File: src/rtl/phase_sequencer_pkg.sv
// ----------------------------------------------------------------------------
// phase_seq_pkg
// Shared types and constants for the multicycle stage sequencer.
//   seq_state_t   : sequencer FSM states (IDLE, STEP, MWAIT)
//   STG_*         : stage indices of the default five-stage pipeline
//   MAX_STAGES    : widest stage vector the sequencer supports
//   stage_onehot  : one-hot encoding of a stage index
// ----------------------------------------------------------------------------
package phase_seq_pkg;

    typedef enum logic [1:0] {
        IDLE  = 2'd0,
        STEP  = 2'd1,
        MWAIT = 2'd2
    } seq_state_t;

    localparam int STG_FT = 0;
    localparam int STG_DC = 1;
    localparam int STG_EX = 2;
    localparam int STG_MA = 3;
    localparam int STG_WB = 4;

    localparam int MAX_STAGES = 16;

    // One-hot vector with bit 'idx' set. Callers keep the low NSTAGE bits.
    function automatic logic [MAX_STAGES-1:0] stage_onehot(input logic [3:0] idx);
        return 16'd1 << idx;
    endfunction

endpackage

File: src/rtl/phase_sequencer_if.sv
// ----------------------------------------------------------------------------
// phase_seq_if
// Control/handshake bundle between the stage sequencer and the core.
//   run, flush, skip_ma, mem_ack        : core -> sequencer
//   mem_req, stage_en, stage_idx, busy,
//   retire, retire_cnt, timeout_err     : sequencer -> core
//   stall_cnt (PHASE_SEQ_PERF_EN only)  : sequencer -> core
// modport master : the sequencer side
// modport slave  : the core side
// ----------------------------------------------------------------------------
interface phase_seq_if #(
    parameter int NSTAGE = 5,
    parameter int CNT_W  = 32
);
    localparam int IDX_W = $clog2(NSTAGE);

    logic              run;
    logic              flush;
    logic              skip_ma;
    logic              mem_ack;
    logic              mem_req;
    logic [NSTAGE-1:0] stage_en;
    logic [IDX_W-1:0]  stage_idx;
    logic              busy;
    logic              retire;
    logic [CNT_W-1:0]  retire_cnt;
    logic              timeout_err;
`ifdef PHASE_SEQ_PERF_EN
    logic [CNT_W-1:0]  stall_cnt;

    modport master (
        input  run, flush, skip_ma, mem_ack,
        output mem_req, stage_en, stage_idx, busy, retire, retire_cnt,
               timeout_err, stall_cnt
    );
    modport slave (
        output run, flush, skip_ma, mem_ack,
        input  mem_req, stage_en, stage_idx, busy, retire, retire_cnt,
               timeout_err, stall_cnt
    );
`else
    modport master (
        input  run, flush, skip_ma, mem_ack,
        output mem_req, stage_en, stage_idx, busy, retire, retire_cnt,
               timeout_err
    );
    modport slave (
        output run, flush, skip_ma, mem_ack,
        input  mem_req, stage_en, stage_idx, busy, retire, retire_cnt,
               timeout_err
    );
`endif

endinterface

File: src/rtl/phase_sequencer_wait_timer.sv
// ----------------------------------------------------------------------------
// seq_wait_timer
// TO_W-bit cycle counter for the memory wait state.
//   clk, rst_n : clock, asynchronous active-low reset
//   clr        : synchronous clear (priority over en)
//   en         : count this cycle
//   expired    : this is the (2**TO_W-1)-th consecutive counted cycle
// ----------------------------------------------------------------------------
module seq_wait_timer #(
    parameter int TO_W = 8
) (
    input  logic clk,
    input  logic rst_n,
    input  logic clr,
    input  logic en,
    output logic expired
);

    // The counter holds the number of cycles already counted, so the cycle
    // in which it reads 2**TO_W-2 is the (2**TO_W-1)-th counted cycle.
    localparam logic [TO_W-1:0] LAST_CNT = {{(TO_W-1){1'b1}}, 1'b0};
    localparam logic [TO_W-1:0] ONE_CNT  = {{(TO_W-1){1'b0}}, 1'b1};

    logic [TO_W-1:0] count_r;

    // Wait-cycle counter with clear priority.
    always_ff @(posedge clk or negedge rst_n) begin
        if (!rst_n) begin
            count_r <= {TO_W{1'b0}};
        end else if (clr) begin
            count_r <= {TO_W{1'b0}};
        end else if (en) begin
            count_r <= count_r + ONE_CNT;
        end else begin
            count_r <= count_r;
        end
    end

    assign expired = en & ~clr & (count_r == LAST_CNT);

endmodule

File: src/rtl/phase_sequencer.sv
// ----------------------------------------------------------------------------
// phase_sequencer
// Multicycle stage sequencer for the RV32I core: one-hot stage enables on the
// core clock, memory wait handshake with timeout, MA skip, flush and a retire
// counter.
//   CLK : core clock
//   RST : asynchronous active-low reset
//   bus : phase_seq_if.master (run/flush/skip_ma/mem_ack in; mem_req,
//         stage_en, stage_idx, busy, retire, retire_cnt, timeout_err out)
// Optional feature macro: PHASE_SEQ_PERF_EN adds bus.stall_cnt, a wrapping
// count of MWAIT cycles without mem_ack.
// ----------------------------------------------------------------------------
module phase_sequencer
    import phase_seq_pkg::*;
#(
    parameter int NSTAGE   = 5,
    parameter int MA_STAGE = 3,
    parameter int CNT_W    = 32,
    parameter int TO_W     = 8
) (
    input  logic        CLK,
    input  logic        RST,
    phase_seq_if.master bus
);

    localparam int IDX_W = $clog2(NSTAGE);

    localparam logic [IDX_W-1:0] IDX_FT      = IDX_W'(STG_FT);
    localparam logic [IDX_W-1:0] IDX_ONE     = IDX_W'(1);
    localparam logic [IDX_W-1:0] IDX_PRE_MA  = IDX_W'(MA_STAGE - 1);
    localparam logic [IDX_W-1:0] IDX_MA      = IDX_W'(MA_STAGE);
    localparam logic [IDX_W-1:0] IDX_POST_MA = IDX_W'(MA_STAGE + 1);
    localparam logic [IDX_W-1:0] IDX_WB      = IDX_W'(NSTAGE - 1);
    localparam logic [CNT_W-1:0] CNT_ONE     = {{(CNT_W-1){1'b0}}, 1'b1};

    // Stage-enable vector for a stage index, trimmed to NSTAGE bits.
    function automatic logic [NSTAGE-1:0] en_of(input logic [IDX_W-1:0] idx);
        logic [MAX_STAGES-1:0] full_v;
        full_v = stage_onehot(4'(idx));
        return full_v[NSTAGE-1:0];
    endfunction

    seq_state_t        state_r;
    logic [IDX_W-1:0]  stage_idx_r;
    logic [NSTAGE-1:0] stage_en_r;
    logic              busy_r;
    logic              mem_req_r;
    logic [CNT_W-1:0]  retire_cnt_r;
    logic              timeout_err_r;

    logic flush_s;
    logic wb_s;
    logic timer_clr_s;
    logic timer_en_s;
    logic timer_expired_s;

    // A flush has no effect while idle.
    assign flush_s     = bus.flush & (state_r != IDLE);
    assign wb_s        = (state_r == STEP) & (stage_idx_r == IDX_WB);
    assign timer_en_s  = (state_r == MWAIT);
    assign timer_clr_s = (state_r != MWAIT) | bus.flush | bus.mem_ack;

    seq_wait_timer #(
        .TO_W (TO_W)
    ) u_wait_timer (
        .clk     (CLK),
        .rst_n   (RST),
        .clr     (timer_clr_s),
        .en      (timer_en_s),
        .expired (timer_expired_s)
    );

    // Sequencer FSM: stage stepping, memory wait, flush, timeout, retire count.
    always_ff @(posedge CLK or negedge RST) begin
        if (!RST) begin
            state_r       <= IDLE;
            stage_idx_r   <= IDX_FT;
            stage_en_r    <= {NSTAGE{1'b0}};
            busy_r        <= 1'b0;
            mem_req_r     <= 1'b0;
            retire_cnt_r  <= {CNT_W{1'b0}};
            timeout_err_r <= 1'b0;
        end else if (flush_s) begin
            // Abandon the instruction without retiring it.
            mem_req_r   <= 1'b0;
            stage_idx_r <= IDX_FT;
            if (bus.run) begin
                state_r    <= STEP;
                stage_en_r <= en_of(IDX_FT);
                busy_r     <= 1'b1;
            end else begin
                state_r    <= IDLE;
                stage_en_r <= {NSTAGE{1'b0}};
                busy_r     <= 1'b0;
            end
        end else begin
            case (state_r)
                IDLE: begin
                    stage_idx_r <= IDX_FT;
                    if (bus.run && !timeout_err_r) begin
                        state_r    <= STEP;
                        stage_en_r <= en_of(IDX_FT);
                        busy_r     <= 1'b1;
                    end else begin
                        state_r    <= IDLE;
                        stage_en_r <= {NSTAGE{1'b0}};
                        busy_r     <= 1'b0;
                    end
                end
                STEP: begin
                    if (stage_idx_r == IDX_WB) begin
                        retire_cnt_r <= retire_cnt_r + CNT_ONE;
                        stage_idx_r  <= IDX_FT;
                        if (bus.run) begin
                            state_r    <= STEP;
                            stage_en_r <= en_of(IDX_FT);
                            busy_r     <= 1'b1;
                        end else begin
                            state_r    <= IDLE;
                            stage_en_r <= {NSTAGE{1'b0}};
                            busy_r     <= 1'b0;
                        end
                    end else if ((stage_idx_r == IDX_PRE_MA) && !bus.skip_ma) begin
                        state_r     <= MWAIT;
                        stage_idx_r <= IDX_MA;
                        stage_en_r  <= en_of(IDX_MA);
                        mem_req_r   <= 1'b1;
                    end else if (stage_idx_r == IDX_PRE_MA) begin
                        // No memory access: jump straight past MA.
                        stage_idx_r <= IDX_POST_MA;
                        stage_en_r  <= en_of(IDX_POST_MA);
                    end else begin
                        stage_idx_r <= stage_idx_r + IDX_ONE;
                        stage_en_r  <= en_of(stage_idx_r + IDX_ONE);
                    end
                end
                MWAIT: begin
                    // Ack is checked first so it beats a same-cycle timeout.
                    if (bus.mem_ack) begin
                        state_r     <= STEP;
                        stage_idx_r <= IDX_POST_MA;
                        stage_en_r  <= en_of(IDX_POST_MA);
                        mem_req_r   <= 1'b0;
                    end else if (timer_expired_s) begin
                        state_r       <= IDLE;
                        stage_idx_r   <= IDX_FT;
                        stage_en_r    <= {NSTAGE{1'b0}};
                        busy_r        <= 1'b0;
                        mem_req_r     <= 1'b0;
                        timeout_err_r <= 1'b1;
                    end else begin
                        state_r   <= MWAIT;
                        mem_req_r <= 1'b1;
                    end
                end
                default: begin
                    state_r     <= IDLE;
                    stage_idx_r <= IDX_FT;
                    stage_en_r  <= {NSTAGE{1'b0}};
                    busy_r      <= 1'b0;
                    mem_req_r   <= 1'b0;
                end
            endcase
        end
    end

`ifdef PHASE_SEQ_PERF_EN
    logic [CNT_W-1:0] stall_cnt_r;

    // Stall counter: MWAIT cycles without ack, independent of flush.
    always_ff @(posedge CLK or negedge RST) begin
        if (!RST) begin
            stall_cnt_r <= {CNT_W{1'b0}};
        end else if ((state_r == MWAIT) && !bus.mem_ack) begin
            stall_cnt_r <= stall_cnt_r + CNT_ONE;
        end else begin
            stall_cnt_r <= stall_cnt_r;
        end
    end

    assign bus.stall_cnt = stall_cnt_r;
`endif

    assign bus.stage_en    = stage_en_r;
    assign bus.stage_idx   = stage_idx_r;
    assign bus.busy        = busy_r;
    assign bus.mem_req     = mem_req_r;
    assign bus.retire_cnt  = retire_cnt_r;
    assign bus.timeout_err = timeout_err_r;
    // A flush landing on the writeback cycle suppresses that cycle's pulse.
    assign bus.retire      = wb_s & ~bus.flush;

endmodule

File: src/flat_wrapper.sv
// flat-port wrapper written by rule: the top's interface ports become plain ports
module phase_sequencer_flat import phase_seq_pkg::*;
#(
    parameter int NSTAGE   = 5,
    parameter int MA_STAGE = 3,
    parameter int CNT_W    = 32,
    parameter int TO_W     = 8
)
  (CLK, RST, bus_run, bus_flush, bus_skip_ma, bus_mem_ack, bus_mem_req, bus_stage_en, bus_stage_idx, bus_busy, bus_retire, bus_retire_cnt, bus_timeout_err);
  phase_seq_if #(.NSTAGE(NSTAGE), .CNT_W(CNT_W)) bus_i ();
  input  logic CLK;
  input  logic RST;
  input wire logic [$bits(bus_i.run)-1:0] bus_run;
  input wire logic [$bits(bus_i.flush)-1:0] bus_flush;
  input wire logic [$bits(bus_i.skip_ma)-1:0] bus_skip_ma;
  input wire logic [$bits(bus_i.mem_ack)-1:0] bus_mem_ack;
  output wire logic [$bits(bus_i.mem_req)-1:0] bus_mem_req;
  output wire logic [$bits(bus_i.stage_en)-1:0] bus_stage_en;
  output wire logic [$bits(bus_i.stage_idx)-1:0] bus_stage_idx;
  output wire logic [$bits(bus_i.busy)-1:0] bus_busy;
  output wire logic [$bits(bus_i.retire)-1:0] bus_retire;
  output wire logic [$bits(bus_i.retire_cnt)-1:0] bus_retire_cnt;
  output wire logic [$bits(bus_i.timeout_err)-1:0] bus_timeout_err;
  assign bus_i.run = bus_run;
  assign bus_i.flush = bus_flush;
  assign bus_i.skip_ma = bus_skip_ma;
  assign bus_i.mem_ack = bus_mem_ack;
  assign bus_mem_req = bus_i.mem_req;
  assign bus_stage_en = bus_i.stage_en;
  assign bus_stage_idx = bus_i.stage_idx;
  assign bus_busy = bus_i.busy;
  assign bus_retire = bus_i.retire;
  assign bus_retire_cnt = bus_i.retire_cnt;
  assign bus_timeout_err = bus_i.timeout_err;
  phase_sequencer #(.NSTAGE(NSTAGE), .MA_STAGE(MA_STAGE), .CNT_W(CNT_W), .TO_W(TO_W)) u_core (.CLK(CLK), .RST(RST), .bus(bus_i));
endmodule
File: config.mk
export PLATFORM = sky130hd
export DESIGN_NAME = phase_sequencer_flat
export DESIGN_NICKNAME = d
export VERILOG_FILES = /design/src/rtl/phase_sequencer_pkg.sv /design/src/rtl/phase_sequencer_if.sv /design/src/rtl/phase_sequencer_wait_timer.sv /design/src/rtl/phase_sequencer.sv /design/src/flat_wrapper.sv
export SDC_FILE = /design/constraint.sdc
export NUM_CORES = 1
export LEC_CHECK = 0
export ABC_AREA = 1
export CAP_MARGIN = 20
export CELL_PAD_IN_SITES_DETAIL_PLACEMENT = 0
export CELL_PAD_IN_SITES_GLOBAL_PLACEMENT = 2
export CORE_ASPECT_RATIO = 2
export CORE_MARGIN = 4
export CORE_UTILIZATION = 30
export DETAILED_ROUTE_END_ITERATION = 12
export GPL_TIMING_DRIVEN = 0
export PLACE_DENSITY = 0.76
export SLEW_MARGIN = 40
export SYNTH_ARGS = -nofsm -noshare
export SYNTH_HDL_FRONTEND = slang
export SYNTH_SLANG_ARGS = --single-unit
File: constraint.sdc
create_clock -name CLK -period 2.75 [get_ports CLK]
set_input_delay 0.55 -clock CLK [delete_from_list [all_inputs] [get_ports CLK]]
set_output_delay 0.55 -clock CLK [all_outputs]
set_load 0.005 [all_outputs]
# Word level (Yosys, flattened, before mapping)
# Cells that the tools add are included.
# W data, S select, Z words.
# totals
regBits,53
wordCells,87
out_inout_bits,44
input_bits,6
# op_classes
reduce_logical,11
add_sub_neg,3
mux,39
n_shift,1
n_eq_ne,14
bitwise_logic,11
# op_table
op,n
$add A32 B1 Y32 const B,1
$mux W5,6
$mux W3,6
$mux W8,2
$mux W1,15
$pmux W5 S3,1
$ne A3 B2 Y1 const B,4
$mux W2,5
$reduce_and A3 Y1,3
$add A8 B1 Y8 const B,1
$eq A8 B8 Y1 const B,1
$pmux W1 S3,2
$pmux W2 S3,1
$pmux W3 S2,1
$and A1 B1 Y1,5
$shl A1 B3 Y5 const A,1
$ne A4 B2 Y1 const B,1
$ne A4 B3 Y1 const B,1
$not A1 Y1,4
$reduce_and A4 Y1,1
$reduce_bool A2 Y1,2
$add A3 B1 Y3 const B,1
$eq A3 B2 Y1 const B,1
$eq A3 B3 Y1 const B,1
other kinds (9),12

# Longest topological paths before layout
# Gate-level depths: netlist (run 1).
# logic_depth
ltp_word,10
ltp_mapped,11
depth_no_buf,11

# Modules after synthesis
# A second synthesis (run 1) with hierarchy kept.
# unflattened
cells_unflattened,442
area_unflattened_um2,3210.6
# by_module_without_submodules
mod,area_each_um2,n_inst,seq_area_each_um2,cells_per_inst
phase_sequencer,2780.2,1,1126.1,389
seq_wait_timer,430.4,1,200.2,53

# Worst setup path before layout (run 1)
# Ideal clock, no wire load.
# synth_path
path_type,reg2reg
start,"register u_core.stage_idx_r[0], in the netlist u_core.bus.stage_idx[0]"
end,"register u_core.retire_cnt_r[17], in the netlist u_core.bus.retire_cnt[17]"
stages_incl_launch_ff,11
setup_ns,0.118
path_slack_ns,1.147
arrival_time_ns,1.485
n_path_buf,1
required_ns,2.632
period_less_slack_ns,1.603
cell_sequence,dfrtp_1 inv_1 ha_1 nand2_1 nor2_2 nand2_2 buf_6 nor2_4 nand2_2 xor2_1 inv_1
# synth_via
elab_chain_len,2
# synth_lines
element,line_no,source
from (decl),phase_sequencer.sv:44,logic [IDX_W-1:0] stage_idx_r;
from (signal assigned),phase_sequencer.sv:133,stage_idx_r <= stage_idx_r + IDX_ONE;
$eq A3 B3 Y1,phase_sequencer.sv:111,if (stage_idx_r == IDX_WB) begin
$reduce_and A3 Y1 (no line),--,
to (signal assigned),phase_sequencer.sv:81,retire_cnt_r <= {CNT_W{1'b0}};
to (signal assigned),phase_sequencer.sv:112,retire_cnt_r <= retire_cnt_r + CNT_ONE;
to (decl),phase_sequencer.sv:48,logic [CNT_W-1:0] retire_cnt_r;
# Every way passes these cells.
# A chain may end at the register's enable or synchronous reset.

# Worst setup path in the final report (run 1)
# layout_path
start,register u_core.state_r[1]
end,output bus_retire
# layout_via
elab_chain_len,3
# layout_lines
element,line_no,source
from (decl),phase_sequencer.sv:43,seq_state_t state_r;
from (signal assigned),phase_sequencer.sv:76,state_r <= IDLE;
from (signal assigned),phase_sequencer.sv:88,state_r <= STEP;
from (signal assigned),phase_sequencer.sv:92,state_r <= IDLE;
$eq A2 B1 Y1,phase_sequencer.sv:59,assign wb_s = (state_r == STEP) & (stage_idx_r == IDX_WB);
$and A1 B1 Y1,phase_sequencer.sv:59,
$and A1 B1 Y1,phase_sequencer.sv:191,assign bus.retire = wb_s & ~bus.flush;
to (decl),flat_wrapper.sv:21,output wire logic [$bits(bus_i.retire)-1:0] bus_retire;
# Every way passes these cells.

==> impl_metrics.yaml, run 1 <==
pwr:
  p_clk_share_pct: 33.8
  power.switching_mw: 0.612
  p_int_mw: 1.34
  p_per_area_nw_per_um2: 482
  pwr-share-seq_pct: 44.3
  netSwitchingFraction_pct: 31.3
  ir_drop_v: 0.000261
  p_total_mw: 1.95
  leakage_nw: 1.81
  power_frac_comb_pct: 21.9
routing:
  drc: 0
  wirelength_mm: 9.22
  via_per_inst: 4.59
  wire_per_inst_um: 14.6
  drt_iter0_drc: 114
  first_pass_iters: 4
  postRouteAntennaNets: 0
  via_count: 2906
yosys:
  avgSynthCellArea_um2: 7.36
  syn-cell-area_um2: 3230
  syn-num-nets: 458
  synthDistinctLibCells: 29
  ys_seq_elements: 53
  synthCells: 439
  yosysSeqAreaShare_pct: 41.1
  ys.warnings.count: 0
grt:
  track_usage_pct: 15.8
  grt_max_degree: 34
  first_global_vias: 2924
  grt_pass1_wl_mm: 14.8
  overflow: 0
  antenna_found_initial: 0
sta:
  rsz0062_at_grt: "no"
  whs_ns: 0.141
  drv_slew: 0
  tightest_slew_ns: 0.445
  setup_slack_ns: 0.259
  maxSlewHeadroom_pct: 70.2
  skew_ns: 0.00783
  layout_min_cycle_time_ns: 2.49
  clock.fmax_mhz: 401
  setup_violations: 0
  final-hold-violation-count: 0
  fin_crit_sh_pct: 90.6
cells_and_area:
  nets: 515
  layout-drive-gt1-share_pct: 7.46
  fin_area_um2: 4060
  multiInputGateArea_um2: 1670
  num_antenna_cells: 0
  fillCellCount: 1129
  final_cell_mix: "nand2_1, inv_1, nor2_1"
  seq_area_um2: 1330
  final_common_cell: "nand2_1"
  final_core_util_pct: 38.5
  syn_to_final_growth_pct: 25.6
cts:
  clkTransAtPathRegs_ns: 0.07
  htree_levels: 2
  clock_latency_ns: 0.30
  cts_tree: "yes"
  cts_buffer_depth: 2
  cts.hold.buffers_added: 0
  cts.sinks: 53
  cts_root_buf: "clkbuf_16"
  cts-buffers-inserted: 5
  post_cts_buffers: 0
  cts.repair.resized: 0
critical_path:
  cpPeakStageDelay_ns: 0.51
  end_kind: "output port"
  critPathArrivalTime_ns: 1.94
  crit_chain: "inv_1 > ha_1 > nand3_2 > nor2_1 > clkdlybuf4s50_1"
  required_ns: 2.20
  criticalPathCategory: "flip-flop to output port"
  cp_num_buf_inv: 2
  critPathLaunchType: "flip-flop"
  slowest_stage: "clkdlybuf4s50_1"
  crit_family: "buffers and inverters"
  critPathMaxFanout: 6
die:
  floorplan.die_area_um2: 12600
  dieHeight_um: 155
  io_pins: 50
  initial_utilization_pct: 30.6
  rows: 53
  core_area_um2: 10500
  die_w_um: 81.4
placement:
  globalplace.congestion: 0.803
  dp_slack_ns: 0.442
  place_area_um2: 3910
  io_buffers: 49
  dpl.hpwl_mm: 7.48
worst_hold_path:
  hp-class: "primary input to asynchronous set/reset pin"
run_status:
  outcome: "finished clean"
run:
  drv_cap: 0
==> cells by family (layout without fill, tap and decap cells) <==
kind of cell / count (synthesis) / count (layout) / share of synthesized area [%]
AOI/OAI and AO/OA: 23 / 23 / 3.84
adders and majority gates: 13 / 13 / 5.04
buffers and inverters: 60 / 117 / 7.25
DFF: 53 / 53 / 41.1
and+or+nand+nor: 273 / 273 / 38.2
xor gates and xnor gates: 17 / 17 / 4.61
==> cell usage after synthesis <==
master	count	share of area, %
ha_1	13	5.0
nand4_1	6	1.2
a21boi_0	1	0.23
dfrtp_1	53	41
xor2_1	9	2.4
nand3_1	26	4.0
inv_2	2	0.23
a21o_1	1	0.23
nor2_1	56	6.5
a21oi_1	5	0.77
nand2_2	5	0.97
o21ai_0	14	2.2
xnor2_1	8	2.2
nor3_2	1	0.31
nor2_4	7	2.4
nand4_4	1	0.66
nand3_2	3	0.93
o211ai_1	1	0.23
nand2_1	148	17
nor2_2	6	1.2
nor3b_1	1	0.23
nor3_4	1	0.50
inv_1	56	6.5
buf_6	1	0.35
nand3b_1	2	0.46
buf_2	1	0.15
a31oi_1	1	0.19
nor3_1	8	1.2
and3_1	2	0.39
==> registers in the layout (all words and copies together), names as in the netlist <==
register	cells
u_core.bus.timeout_err	1
u_core.bus.stage_idx	3
u_core.state_r	2
u_core.bus.mem_req	1
u_core.bus.stage_en	5
u_core.bus.busy	1
u_core.bus.retire_cnt	32
u_core.u_wait_timer.count_r	8
==> final timing paths <==
check	start	endpoint	slack, ns	depth (start not counted)
worst max-delay path	u_core.state_r[1]$_DFFE_PN0P_	bus_retire	0.26	5
worst min register to register	u_core.bus.stage_en[3]$_DFFE_PN0P_	u_core.bus.stage_en[3]$_DFFE_PN0P_	0.48	2
min in group CLK	u_core.bus.stage_en[3]$_DFFE_PN0P_	u_core.bus.stage_en[3]$_DFFE_PN0P_	0.48	2
max in group asynchronous	RST	u_core.bus.busy$_DFFE_PN0P_	2.11	2
worst max register to register	u_core.bus.stage_idx[0]$_DFFE_PN0P_	u_core.bus.stage_idx[2]$_DFFE_PN0P_	0.80	9
worst min-delay path	RST	u_core.bus.retire_cnt[26]$_DFFE_PN0P_	0.14	1
==> routing by layer <==
| layer | track usage [%] | part of all wire, % | vias up |
|---|---|---|---|
| met5 | 0 | 0 | - |
| met4 | 7.33 | 2.9 | 0 |
| met3 | 1.81 | 2.4 | 13 |
| met2 | 31.2 | 59 | 58 |
| met1 | 15.1 | 35 | 1356 |
| li1 | - | - | 1479 |
==> through the flow <==
| stage | setup TNS, ns | std cells |
|---|---|---|
| final | 0 | 633 |
| after global routing | 0 | 633 |
| after CTS | 0 | 633 |
| after detailed placement | 0 | 626 |
| after global placement | -41.59 | 625 |
| after floorplan | 0 | 439 |
==> area by class of cell <==
| class | instances | share of cell area (%) |
|---|---|---|
| Clock buffer | 6 | 3.42 |
| Clock inverter | 1 | 0.185 |
| Sequential cell | 53 | 32.7 |
| Multi-Input combinational cell | 326 | 41.2 |
| Timing Repair Buffer | 50 | 12.5 |
| Inverter | 58 | 5.37 |
| Buffer | 2 | 0.401 |
| Tap cell | 137 | 4.23 |
==> power by group through the flow <==
| stage | registers [mW] | clock network, mW | logic [mW] |
|---|---|---|---|
| after floorplan | 0.875 | 0 | 0.254 |
| after global placement | 0.883 | 0 | 0.429 |
| after detailed placement | 0.882 | 0 | 0.436 |
| after CTS | 0.867 | 0.681 | 0.437 |
| after global routing | 0.874 | 0.708 | 0.483 |
| final | 0.865 | 0.660 | 0.428 |
Power figures use the tool's default switching activity.
==> run 2, diff against run 1 <==
Settings changed: REMOVE_ABC_BUFFERS set to 1.
==> run 2 against run 1 <==
- hold slack better by 0.0048 ns
- wire length up 4.5%
- critical path type unchanged
- highest routed layer unchanged
- setup slack worse by 0.010 ns
- flip-flop and latch count unchanged
- critical path depth unchanged
- global-route usage up 0.60 points
- register-to-register slack worse by 0.26 ns
- count of clock-buffer cells in the layout down 1
- maximum frequency down 0.40%
- combinational power up 2%
==> impl_metrics.yaml, run 2 (synthesis results as in run 1) <==
run_status:
  outcome: "finished clean"
cts:
  clkTransAtPathRegs_ns: 0.08
  post_cts_buffers: 0
  cts.repair.resized: 0
  clock_latency_ns: 0.30
  cts-buffers-inserted: 5
  cts_tree: "yes"
  htree_levels: 2
  cts_buffer_depth: 2
  cts_root_buf: "clkbuf_16"
  cts.sinks: 53
  cts.hold.buffers_added: 0
sta:
  tightest_slew_ns: 0.546
  fin_crit_sh_pct: 90.9
  setup_violations: 0
  clock.fmax_mhz: 400
  maxSlewHeadroom_pct: 63.5
  skew_ns: 0.00646
  setup_slack_ns: 0.249
  setup_tns_ns: 0
  drv_slew: 0
  rsz0062_at_grt: "no"
  final-hold-violation-count: 0
  layout_min_cycle_time_ns: 2.50
critical_path:
  end_kind: "output port"
  critPathArrivalTime_ns: 1.95
  r2r_cells: 9
  r2r_setup_slack_ns: 0.54
  endpoint: "bus_retire"
  criticalPathCategory: "flip-flop to output port"
  critPathLaunchType: "flip-flop"
  required_ns: 2.20
  timing.rr.end: "u_core.bus.retire_cnt[18]$_DFFE_PN0P_"
  critPathMaxFanout: 6
  startpoint: "u_core.state_r[1]$_DFFE_PN0P_"
  r2r_start: "u_core.state_r[1]$_DFFE_PN0P_"
cells_and_area:
  largest_reg_flops: 32
  layout-drive-gt1-share_pct: 7.09
  nets: 513
  stdcell_count: 631
  final_cell_mix: "nand2_1, inv_1, nor2_1"
  fin_area_um2: 4060
  syn_to_final_growth_pct: 25.6
  multiInputGateArea_um2: 1670
  final_common_cell: "nand2_1"
  final_core_util_pct: 38.5
  seq_area_um2: 1330
  num_antenna_cells: 0
  fillCellCount: 1120
routing:
  via_count: 2921
  drc: 0
  first_pass_iters: 4
  drt_iter0_drc: 83
  via_per_inst: 4.63
  wire_per_inst_um: 15.3
  wirelength_mm: 9.64
  postRouteAntennaNets: 0
grt:
  globalRouteMet2Util_pct: 31.6
  overflow: 0
  track_usage_pct: 16.4
  grt_pass1_wl_mm: 15.4
  antenna_found_initial: 0
  first_global_vias: 3015
  use_met3_pct: 2.51
  grt_max_degree: 32
  top_usage_layer: "met2"
  met1_usage_pct: 16.1
pwr:
  ir_drop_v: 0.000351
  leakage_nw: 1.81
  p_per_area_nw_per_um2: 504
die:
  die_w_um: 81.4
  dieHeight_um: 155
  io_pins: 50
  core_area_um2: 10500
  rows: 53
  floorplan.die_area_um2: 12600
  initial_utilization_pct: 30.6
placement:
  dp_slack_ns: 0.241
  place_area_um2: 3890
  place_inst: 624
  dpl.hpwl_mm: 7.71
  io_buffers: 49
  globalplace.congestion: 0.855
run:
  drv_cap: 0
worst_hold_path:
  hp-class: "primary input to asynchronous set/reset pin"
-- run 2: cell count changes in the layout (fill, tap and decap cells not counted), sizes merged --
cell      before  now
bufinv         0    1
inv           58   59
buf            4    2
clkinvlp       1    0
clkbuf         6    5
-- run 2: how the worst min path moves through the flow --
stage / startpoint / to / slack [ns] / depth (start not counted)
6_report: RST / u_core.bus.retire_cnt[18]$_DFFE_PN0P_ / 0.15 / 1
5_1_grt: RST / u_core.bus.retire_cnt[18]$_DFFE_PN0P_ / 0.17 / 1
4_1_cts: RST / u_core.bus.retire_cnt[18]$_DFFE_PN0P_ / 0.16 / 1
3_5_place_dp: u_core.bus.stage_en[3]$_DFFE_PN0P_ / u_core.bus.stage_en[3]$_DFFE_PN0P_ / 0.46 / 2
3_3_place_gp: u_core.bus.stage_en[3]$_DFFE_PN0P_ / u_core.bus.stage_en[3]$_DFFE_PN0P_ / 0.47 / 2
2_1_floorplan: RST / u_core.bus.busy$_DFFE_PN0P_ / 0.25 / 0
-- run 2: critical path, cell delays in order (launching register included) --
cell,delay (ns)
dfrtp_1,0.42
inv_1,0.09
ha_1,0.32
nand3_2,0.20
nor2_1,0.12
clkdlybuf4s50_1,0.51
-- run 2: metal layers --
| layer | part of all wire, % | wire length, um |
|---|---|---|
| met1 | 36 | 3440 |
| met2 | 57 | 5540 |
| met3 | 3.2 | 309 |
| met4 | 3.6 | 350 |
| met5 | 0 | 0 |
-- run 2: per-stage QoR --
step | power [mW] | hold WS [ns]
2_1_floorplan | 1.13 | 0.254
3_3_place_gp | 1.32 | 0.465
3_5_place_dp | 1.32 | 0.462
4_1_cts | 2.09 | 0.158
5_1_grt | 2.16 | 0.173
6_report | 2.05 | 0.146
-- run 2: cell type report --
class | count | area share (%)
clock inverter | 2 | 0.956
multi-input combinational | 326 | 41.1
sequential | 53 | 32.7
tap | 137 | 4.23
timing repair buffer | 50 | 12.5
inverter | 58 | 5.37
clock buffer | 5 | 3.08
-- run 2: power by group --
part,internal (mW),switching (mW)
Sequential,0.823,0.0433
Clock,0.429,0.315
Combinational,0.159,0.277
==> run 3, diff against run 2 <==
Settings changed: PLACE_DENSITY 0.76 to 0.84.
==> run 3 against run 2 <==
- flip-flop and latch count stayed put
- register-to-register slack better by 0.07 ns
- die area stayed put
- wire length is 4.8% lower
- critical path depth stayed put
- cell count is 0.16% higher
- sequential power hardly changed
- setup slack better by 0.018 ns
- design area is 0.59% lower
- critical endpoint unchanged
==> impl_metrics.yaml, run 3 (synthesis results as in run 1) <==
sta:
  setup_violations: 0
  clock.fmax_mhz: 403
  skew_ns: 0.00800
  maxSlewHeadroom_pct: 66.8
  setup_tns_ns: 0
  drv_slew: 0
  final-hold-violation-count: 0
  tightest_slew_ns: 0.497
  fin_crit_sh_pct: 90.3
  rsz0062_at_grt: "no"
  whs_ns: 0.111
  layout_min_cycle_time_ns: 2.48
cts:
  cts.sinks: 53
  cts-buffers-inserted: 5
  post_cts_buffers: 0
  cts.hold.buffers_added: 0
  cts_buffer_depth: 2
  htree_levels: 2
  clock_latency_ns: 0.30
  clkTransAtPathRegs_ns: 0.07
  cts_root_buf: "clkbuf_16"
  cts_tree: "yes"
  cts.repair.resized: 0
critical_path:
  critPathMaxFanout: 5
  critPathArrivalTime_ns: 1.93
  r2r_setup_slack_ns: 0.61
  required_ns: 2.20
  end_kind: "output port"
  criticalPathCategory: "flip-flop to output port"
  critPathLaunchType: "flip-flop"
  r2r_cells: 9
pwr:
  ir_drop_v: 0.000371
  netSwitchingFraction_pct: 31.6
  p_int_mw: 1.32
  pwr-share-seq_pct: 45.0
  power_frac_comb_pct: 22.0
  leakage_nw: 1.79
  p_clk_share_pct: 32.9
  power.switching_mw: 0.609
  p_per_area_nw_per_um2: 479
placement:
  globalplace.congestion: 0.864
  dpl.hpwl_mm: 7.35
  io_buffers: 49
die:
  rows: 53
  dieHeight_um: 155
  core_area_um2: 10500
  die_w_um: 81.4
  io_pins: 50
  initial_utilization_pct: 30.6
  floorplan.die_area_um2: 12600
cells_and_area:
  final_cell_mix: "nand2_1, inv_1, nor2_1"
  num_antenna_cells: 0
  final_common_cell: "nand2_1"
  layout-drive-gt1-share_pct: 6.87
  seq_area_um2: 1330
  largest_reg_flops: 32
  syn_to_final_growth_pct: 24.9
  fillCellCount: 1133
  nets: 513
  final_core_util_pct: 38.2
  multiInputGateArea_um2: 1670
run_status:
  outcome: "finished clean"
grt:
  track_usage_pct: 15.6
  antenna_found_initial: 0
  grt_max_degree: 39
  overflow: 0
  grt_pass1_wl_mm: 14.9
  first_global_vias: 2988
run:
  drv_cap: 0
routing:
  first_pass_iters: 4
  via_per_inst: 4.60
  drt_iter0_drc: 84
  drc: 0
  postRouteAntennaNets: 0
  via_count: 2909
  wire_per_inst_um: 14.5
  wirelength_mm: 9.17
worst_hold_path:
  hp-class: "primary input to asynchronous set/reset pin"
==> run 3: changes by cell type in the layout (fill, tap and decap cells not counted) <==
cell	previous run	this run
bufinv_16	1	0
clkbuf_1	0	2
inv_6	1	0
clkinvlp_4	0	1
==> run 3: stage by stage <==
stage / total power, mW / setup slack (ns) / instance area, um2 / cells
final: 1.93 / 0.268 / 4030 / 632
after global routing: 2.05 / 0.158 / 4030 / 632
after CTS: 1.97 / 0.242 / 4030 / 632
after detailed placement: 1.32 / 0.277 / 3890 / 624
after global placement: 1.31 / -0.706 / 3870 / 623
after floorplan: 1.13 / 1.03 / 3210 / 437
==> run 3: final cells by class <==
type,instances,share of cell area [%]
Timing Repair Buffer,50,12.6
Inverter,58,5.40
Clock buffer,7,3.29
Sequential cell,53,32.9
Tap cell,137,4.25
Multi-Input combinational cell,326,41.4
Clock inverter,1,0.186
==> run 3: critical path: stages (launching register included) <==
cell	delay (ns)
dfrtp_1	0.45
inv_1	0.17
ha_1	0.23
nand3_2	0.15
nor2_1	0.12
clkdlybuf4s50_1	0.51
==> run 3: worst paths after layout <==
path                                                           from                                    end
max in group asynchronous                                       RST   u_core.bus.retire_cnt[5]$_DFFE_PN0P_
min in group CLK                 u_core.bus.stage_en[3]$_DFFE_PN0P_     u_core.bus.stage_en[3]$_DFFE_PN0P_
worst min-delay path                                            RST  u_core.bus.retire_cnt[23]$_DFFE_PN0P_
worst max-delay path            u_core.bus.stage_idx[0]$_DFFE_PN0P_                             bus_retire
worst min register to register   u_core.bus.stage_en[3]$_DFFE_PN0P_     u_core.bus.stage_en[3]$_DFFE_PN0P_
worst max register to register  u_core.bus.stage_idx[0]$_DFFE_PN0P_  u_core.bus.retire_cnt[18]$_DFFE_PN0P_
==> run 3: power by group through the flow <==
stage	Combinational [mW]	Sequential [mW]	Clock, mW
global placement	0.430	0.885	0
CTS	0.435	0.871	0.664
detailed placement	0.432	0.885	0
global route	0.484	0.878	0.692
finish	0.426	0.869	0.636
floorplan	0.254	0.875	0
==> run 3: per-layer routing <==
layer	GRT usage [%]	vias to the layer above	share of wire, %
li1	-	1477	-
met5	0	-	0
met2	29.6	67	57
met3	2.80	24	4.4
met4	8.30	0	3.7
met1	15.2	1341	35
